[src/rtl/decade_timebase_pkg.sv]
// Shared types, constants and divider helpers for the decade timebase.
package decade_timebase_pkg;

    typedef enum logic [1:0] {
        StIdle,
        StArm,
        StOpen,
        StDone
    } gate_state_e;

    localparam int unsigned DECADE_MAX  = 9;
    localparam int unsigned DECADE_HALF = 5;
    localparam int unsigned DECADE_W    = 4;

    // Prescaler ratio R and its counter width; R must be >= 2.
    function automatic int unsigned calc_ratio(input int unsigned clk_freq,
                                               input int unsigned base_freq);
        return clk_freq / base_freq;
    endfunction

    function automatic int unsigned calc_div_w(input int unsigned ratio);
        return (ratio > 1) ? $clog2(ratio) : 1;
    endfunction

endpackage

[src/rtl/decade_cnt.sv]
// Single 0..9 decade stage with carry-in, carry-out on wrap and synchronous clear.
module decade_cnt
    import decade_timebase_pkg::*;
(
    input  logic                clk_i,
    input  logic                rst_ni,
    input  logic                sync_clr_i,
    input  logic                carry_i,
    output logic [DECADE_W-1:0] count_next_o,
    output logic                carry_o
);

    logic [DECADE_W-1:0] count_q, count_d;
    logic                at_max;

    always_comb begin
        at_max  = (count_q == DECADE_W'(DECADE_MAX));
        count_d = count_q;
        if (sync_clr_i) begin
            count_d = '0;
        end else if (carry_i) begin
            count_d = at_max ? '0 : count_q + 1'b1;
        end
    end

    always_ff @(posedge clk_i or negedge rst_ni) begin
        if (!rst_ni) begin
            count_q <= '0;
        end else begin
            count_q <= count_d;
        end
    end

    assign count_next_o = count_d;
    assign carry_o      = carry_i & at_max;

endmodule

[src/rtl/decade_timebase.sv]
// Phase-aligned decade timebase bank: shared prescaler, cascaded decades,
// glitch-free per-output enables and a one-period gate-window generator.
module decade_timebase
    import decade_timebase_pkg::*;
#(
    parameter int unsigned CLK_FREQ  = 50000000,
    parameter int unsigned BASE_FREQ = 1000000,
    parameter int unsigned N_DECADES = 7,
    parameter int unsigned SEL_W     = 3
) (
    input  logic                 CLK_50,
    input  logic                 nRST,
    input  logic                 sync_clr,
    input  logic [N_DECADES-1:0] en,
    output logic [N_DECADES-1:0] clk_out,
    output logic [N_DECADES-1:0] tick,
    input  logic [SEL_W-1:0]     gate_sel,
    input  logic                 gate_start,
    output logic                 gate,
    output logic                 gate_busy,
    output logic                 gate_done
);

    localparam int unsigned      R       = calc_ratio(CLK_FREQ, BASE_FREQ);
    localparam int unsigned      DIV_W   = calc_div_w(R);
    localparam int unsigned      HALF    = R / 2;
    localparam logic [SEL_W-1:0] SEL_MAX = SEL_W'(N_DECADES - 1);

    logic [DIV_W-1:0]     pre_q, pre_d;
    logic                 pre_wrap;
    logic [N_DECADES-1:0] tick_raw;
    logic [DECADE_W-1:0]  dec_next [N_DECADES-1];
    logic [N_DECADES-1:0] tick_q, tick_d;
    logic [N_DECADES-1:0] en_q, en_d;
    logic [N_DECADES-1:0] raw_d;
    logic [N_DECADES-1:0] clk_out_q, clk_out_d;

    assign pre_wrap    = (pre_q == DIV_W'(R - 1));
    assign pre_d       = (sync_clr || pre_wrap) ? '0 : pre_q + 1'b1;
    assign tick_raw[0] = pre_wrap;

    for (genvar j = 0; j < N_DECADES - 1; j++) begin : g_dec
        logic carry_in;
        logic carry_out;
        if (j == 0) begin : g_first
            assign carry_in = pre_wrap;
        end else begin : g_chain
            assign carry_in = g_dec[j-1].carry_out;
        end
        decade_cnt u_cnt (
            .clk_i       (CLK_50),
            .rst_ni      (nRST),
            .sync_clr_i  (sync_clr),
            .carry_i     (carry_in),
            .count_next_o(dec_next[j]),
            .carry_o     (carry_out)
        );
        assign tick_raw[j+1] = carry_out;
    end

    // Outputs are registered from next-state values so rising edges land with the tick.
    always_comb begin
        tick_d   = sync_clr ? '0 : tick_raw;
        raw_d    = '0;
        raw_d[0] = (pre_d < DIV_W'(HALF));
        for (int k = 1; k < N_DECADES; k++) begin
            raw_d[k] = (dec_next[k-1] < DECADE_W'(DECADE_HALF));
        end
        en_d = en_q;
        for (int k = 0; k < N_DECADES; k++) begin
            if (tick_d[k]) en_d[k] = en[k];
        end
        if (sync_clr) en_d = '0;
        clk_out_d = sync_clr ? '0 : (raw_d & en_d);
    end

    always_ff @(posedge CLK_50 or negedge nRST) begin
        if (!nRST) begin
            pre_q     <= '0;
            tick_q    <= '0;
            en_q      <= '0;
            clk_out_q <= '0;
        end else begin
            pre_q     <= pre_d;
            tick_q    <= tick_d;
            en_q      <= en_d;
            clk_out_q <= clk_out_d;
        end
    end

    assign tick    = tick_q;
    assign clk_out = clk_out_q;

    gate_state_e      state_q, state_d;
    logic [SEL_W-1:0] sel_q, sel_d;
    logic             sel_tick;

    always_comb begin
        sel_tick = 1'b0;
        for (int k = 0; k < N_DECADES; k++) begin
            if (sel_q == SEL_W'(k)) sel_tick = tick_q[k];
        end
        state_d = state_q;
        sel_d   = sel_q;
        unique case (state_q)
            StIdle: begin
                if (!sync_clr && gate_start) begin
                    sel_d   = (gate_sel > SEL_MAX) ? SEL_MAX : gate_sel;
                    state_d = StArm;
                end
            end
            StArm: begin
                if (sync_clr)      state_d = StIdle;
                else if (sel_tick) state_d = StOpen;
            end
            StOpen: begin
                if (sync_clr)      state_d = StIdle;
                else if (sel_tick) state_d = StDone;
            end
            StDone:  state_d = StIdle;
            default: state_d = StIdle;
        endcase
    end

    always_ff @(posedge CLK_50 or negedge nRST) begin
        if (!nRST) begin
            state_q <= StIdle;
            sel_q   <= '0;
        end else begin
            state_q <= state_d;
            sel_q   <= sel_d;
        end
    end

    assign gate      = (state_q == StOpen);
    assign gate_busy = (state_q == StArm) || (state_q == StOpen);
    assign gate_done = (state_q == StDone);

endmodule

[config.mk]
export PLATFORM = sky130hd
export DESIGN_NAME = decade_timebase
export DESIGN_NICKNAME = d
export VERILOG_FILES = /design/src/rtl/decade_timebase_pkg.sv /design/src/rtl/decade_cnt.sv /design/src/rtl/decade_timebase.sv
export SDC_FILE = /design/constraint.sdc
export NUM_CORES = 1
export LEC_CHECK = 0
export BUFFER_PORTS_ARGS = -buffer_cell sky130_fd_sc_hd__buf_2
export CAP_MARGIN = 0
export CORE_MARGIN = 2
export CORE_UTILIZATION = 45
export DETAILED_ROUTE_END_ITERATION = 10
export PLACE_DENSITY = 0.66
export SETUP_SLACK_MARGIN = 0.2
export SLEW_MARGIN = 20
export SYNTH_ARGS = -nofsm -noshare
export SYNTH_HDL_FRONTEND = slang
export SYNTH_SLANG_ARGS = --single-unit
[constraint.sdc]
create_clock -name CLK_50 -period 1.8 [get_ports CLK_50]
set_input_delay 0.09 -clock CLK_50 [delete_from_list [all_inputs] [get_ports CLK_50]]
set_output_delay 0.09 -clock CLK_50 [all_outputs]
set_load 0.03 [all_outputs]
Word-level counts from Yosys, hierarchy flattened

Index checks and enable logic that the tools add are counted.

Logic and storage cells: 104
Register bits: 56
Bits of input ports: 14
Output and inout bits: 17

Add/subtract/negate cells: 7
Bitwise gates (word level): 7
Reduce and logical (&&, ||, !) cells: 8
Mux-type cells: 43
Order comparisons: 8
Equal/unequal tests: 19

Operator list:

| kind                | number |
|---|---|
| $mux 4              | 18 |
| $add 4x1->4 const B | 6 |
| $eq 4x4->1 const B  | 6 |
| $lt 4x3->1 const B  | 6 |
| $mux 7              | 3 |
| $mux 1              | 14 |
| $mux 2              | 5 |
| $eq 3x3->1 const B  | 3 |
| $pmux 2 s4          | 1 |
| $and 7x7->7         | 1 |
| $add 6x1->6 const B | 1 |
| $and 1x1->1         | 6 |
| $eq 3x2->1 const B  | 2 |
| $eq 6x6->1 const B  | 1 |
| $lt 6x5->1 const B  | 1 |
| $mux 6              | 1 |
| $eq 2x2->1 const B  | 2 |
| $eq 3x1->1 const B  | 1 |
| $gt 3x3->1 const B  | 1 |
| $logic_not 3->1     | 1 |
| $mux 3              | 1 |
| $ne 3x1->1 const B  | 1 |
| $ne 3x3->1 const B  | 1 |
| $reduce_and 3->1    | 1 |
| other kinds (7)     | 8 |

Depth between registers and ports, before layout

Word-level depth: 12
Gate-level depth with buffers: 10
Depth with buffers taken out: 7

Cells and area by module

From an unflattened synthesis, not the netlist that was laid out.

Cell total of the unflattened synthesis: 253
Area, all modules: 2700.1 um^2

Modules (own cells, without submodules):

| module          | area each (um^2) | times used | sequential area each (um^2) | cells each |
|---|---|---|---|---|
| decade_timebase | 1498.9           | 1          | 800.8                       | 133 |
| decade_cnt      | 200.2            | 6          | 100.1                       | 20 |

Worst setup path after synthesis

No wires, ideal clock.

Path type: flip-flop to flip-flop
Start: register pre_q[1]
End: register clk_out_q[3], in the netlist clk_out[3]
Buffers on the path: 1
Slack: -0.184 ns
Arrival: 1.858 ns
Data required time: 1.674 ns
Period minus slack after synthesis: 1.984 ns
Library setup time: 0.126 ns
Cell stages (with the launch flop): 9
Cell sequence: dfrtp_1 -> inv_1 -> ha_1 -> and4bb_1 -> buf_2 -> nand4_4 -> or3_1 -> a2111o_1 -> o311a_1

Cells in the longest elaborated chain, start to end: 9
Elaborated cells on any way between the ends: 12
Classes of those cells: 1 x order compare; 1 x eq/ne; 6 x mux; 4 x bitwise

RTL lines:

| what                                                               | RTL line              | RTL |
|---|---|---|
| start, declared                                                    | decade_timebase.sv:29 | `logic [DIV_W-1:0] pre_q, pre_d;` |
| start signal, assigned                                             | decade_timebase.sv:84 | `pre_q <= pre_d;` |
| $eq 6x6->1 *                                                       | decade_timebase.sv:38 | `assign pre_wrap = (pre_q == DIV_W'(R - 1));` |
| $and 1x1->1 * (2 in a row)                                         | decade_cnt.sv:35      | `assign carry_o = carry_i & at_max;` |
| parallel branches: the longest is 4 deep, another holds $lt 4x3->1 | n/a                   |  |
| $and 7x7->7 *                                                      | decade_timebase.sv:74 | `clk_out_d = sync_clr ? '0 : (raw_d & en_d);` |
| $mux 7 *                                                           | decade_timebase.sv:74 |  |
| via clk_out_d[3]                                                   | decade_timebase.sv:36 | `logic [N_DECADES-1:0] clk_out_q, clk_out_d;` |
| end signal, assigned                                               | decade_timebase.sv:87 | `clk_out_q <= clk_out_d;` |
| end, declared                                                      | decade_timebase.sv:36 |  |

Mark *: on every way through the listed nets, which the timed path passes.
A chain may end at the register's enable or synchronous reset.

Final worst setup path

Same ends and word-level chain as after synthesis.

==> impl_metrics.ini <==
[synthesis]
synth-seq-area-share = 0.474
synth-edff-count = 0
synth_fp_nets = 322
synth_cells = 296
syn_area_per_cell_um2 = 10.0
synth_top_area_share = 0.474
syn_area_um2 = 2960
ys_ff_latch = 56
synthFlopType = dfrtp_1
synth_cell_type_count = 53
yosys.area.top_type = dfrtp_1
yosysWarnings = 0
synthMostInstantiatedCell = dfrtp_1
async_reset_ff_frac = 1.00
synthTopCellsByArea = dfrtp_1, ha_1, mux2i_1
synth_common_cells = dfrtp_1, nor2_1, nor3_1

[cells_and_area]
final_nets = 404
final_cell_area_um2 = 4170
area_delta_synth_final_pct = 41.0
antenna_cells = 0
post_route_cells_drive_above_1_share = 0.451
final_util = 0.657

[floorplanning]
die_x_um = 85.1
die_area_um2 = 7240
die_h_um = 85.1
io_pins = 31
coreArea_um2 = 6350
initial_core_util = 0.466
std_cell_rows = 29

[worst_setup_path]
r2r_start = pre_q[1]
endpoint_kind = register
critPathLaunch = pre_q[1]
startpoint_type = register
worstPathRequired_ns = 2.02
crit_type = register to register
crit_path_max_fanout = 5
cp_data_arrival_time_ns = 2.15

[flow_run]
drv_cap = 0

[detailed_routing]
dr.pass1.iters = 4
vias = 2416
drc_errors = 0
via_per_inst = 5.30
wl_per_cell_um = 14.6
ant_nets = 0
routed_wl_um = 6650
first_iter_violations = 137

[hold_path]
min_path_type = input port to register
min_from = gate_sel[2]

[clocking]
cts_sinks = 56
cts_max_path_buffers = 2
numCtsBuffers = 5
htree_levels = 2
tritoncts = done
root_buffer = clkbuf_8
path_clk_slew_ns = 0.10
insertion_delay_ns = 0.32

[sta]
fin_ws_ns = -0.130
hold_violations = 0
finClkSkew_ns = 0.00543
relSlewSlack = 0.537
period_share = 1.07
maxSlewViolCount = 0
tightest_slew_ns = 0.695
period_needed_ns = 1.93
rsz0062_at_grt = true
finalSetupViolCount = 19
fmax_ghz = 0.518

[placement]
port_buffers = 30
post-place-ws_ns = -0.272
place_hpwl_um = 4450
gp_congestion = 0.835
dpl_cell_area_um2 = 3620

[global_routing]
grt_max_degree = 57
antenna_found_initial = 0
grt.overflow.total = 0
track_usage = 0.189
grt_pass1_vias = 2406
grt_pass1_wl_um = 11100

[outcome]
violations = setup timing
status = complete, but fails checks

[power_and_ir_drop]
ir_drop_v = 0.000686
p_leak_nw = 1.96
powerDensity_nw_per_um2 = 581
## where the power goes
| part | leakage, nW | internal [W] | switching [W] | total (W) |
|---|---|---|---|---|
| sequential | 0.772 | 0.00131 | 0.0000527 | 0.00136 |
| clock | 0.0434 | 0.000313 | 0.000439 | 0.000752 |
| combinational | 1.14 | 0.000154 | 0.000159 | 0.000313 |
| total | 1.96 | 0.00178 | 0.000651 | 0.00243 |
## sequential cells by signal (all words and copies together) (netlist names)
signal / count
tick: 7
g_dec.u_cnt.count_q: 24
sel_q: 3
state_q: 2
pre_q: 6
en_q: 7
clk_out: 7
## area by class of cell
type,instances,area (um2)
fillers,469,2180
repair buffers,92,699
clock buffers,6,82.6
flip-flops and latches,56,1400
inverters,12,45.0
well taps,77,96.3
multi-input cells,211,1830
clock inverters,2,15.0
## cell usage in the layout, fill, tap and decap left out, types with 5 or more instances in the layout
master / count
buf_6: 9
nor2_1: 22
nand4_1: 5
xor2_1: 8
nand2_1: 13
clkbuf_8: 6
a21oi_2: 7
a21oi_1: 8
xnor2_1: 7
nand3_1: 10
nor3_4: 6
nor3_1: 10
ha_1: 8
inv_1: 11
mux2i_1: 8
buf_2: 30
dfrtp_1: 55
buf_4: 47
nor2b_1: 5
## through the flow
| stage | TNS, ns | hold WS, ns | std cells | total power [W] |
|---|---|---|---|---|
| 6_report | -1.47 | 0.0173 | 456 | 0.00243 |
| 5_1_grt | -3.20 | 0.0180 | 456 | 0.00253 |
| 3_3_place_gp | -1.74 | 0.269 | 434 | 0.00166 |
| 4_1_cts | -1.49 | 0.00832 | 451 | 0.00244 |
| 3_5_place_dp | -3.76 | 0.280 | 434 | 0.00167 |
| 2_1_floorplan | -0.277 | -0.206 | 296 | 0.00156 |
## layer usage
| layer | GRT usage | part of all wire |
|---|---|---|
| met5 | 0 | 0 |
| met4 | 0.0563 | 0.012 |
| met3 | 0.0311 | 0.025 |
| met2 | 0.311 | 0.48 |
| met1 | 0.256 | 0.48 |
## path summary, 6_finish.rpt
path	slack, ns	cells past startpoint	end
hold reg to reg	0.53	1	sel_q[1]
max in group asynchronous	0.88	3	sel_q[2]
setup reg to reg	-0.13	7	clk_out[3]
hold / removal	0.02	2	sel_q[2]
setup / recovery	-0.13	7	clk_out[3]
min in group asynchronous	0.42	3	g_dec[1].u_cnt.count_q[0]
## critical path, stage by stage (launching register included)
cell and delay [ns]:
dfrtp_1 0.41, inv_2 0.07, ha_4 0.11, and4bb_4 0.29
nand4_4 0.10, or3_1 0.35, a2111o_1 0.37, o311a_1 0.12
## cells by family (layout without fill, tap and decap cells)
family                   after synthesis  count (layout)  share of synthesized area
AO/OA/AOI/OAI                         45              45                      0.101
XOR/XNOR                              15              15                     0.0444
adder cells (fa/ha/maj)               12              12                     0.0507
buffers and inverters                 29             112                     0.0423
flip-flops                            56              56                      0.474
multiplexers                          14              14                     0.0524
AND/OR/NAND/NOR                      125             125                      0.235
## what timing repair did
action	4_1_cts	5_1_grt
hold buffers	2	0
gates resized for setup	26	52
hold endpoints to repair	57	0
setup endpoints to repair	48	49
cloned	1	0
pin swaps	3	15
buffers inserted	6	5
Note: power is estimated with default switching activity, not from simulation.
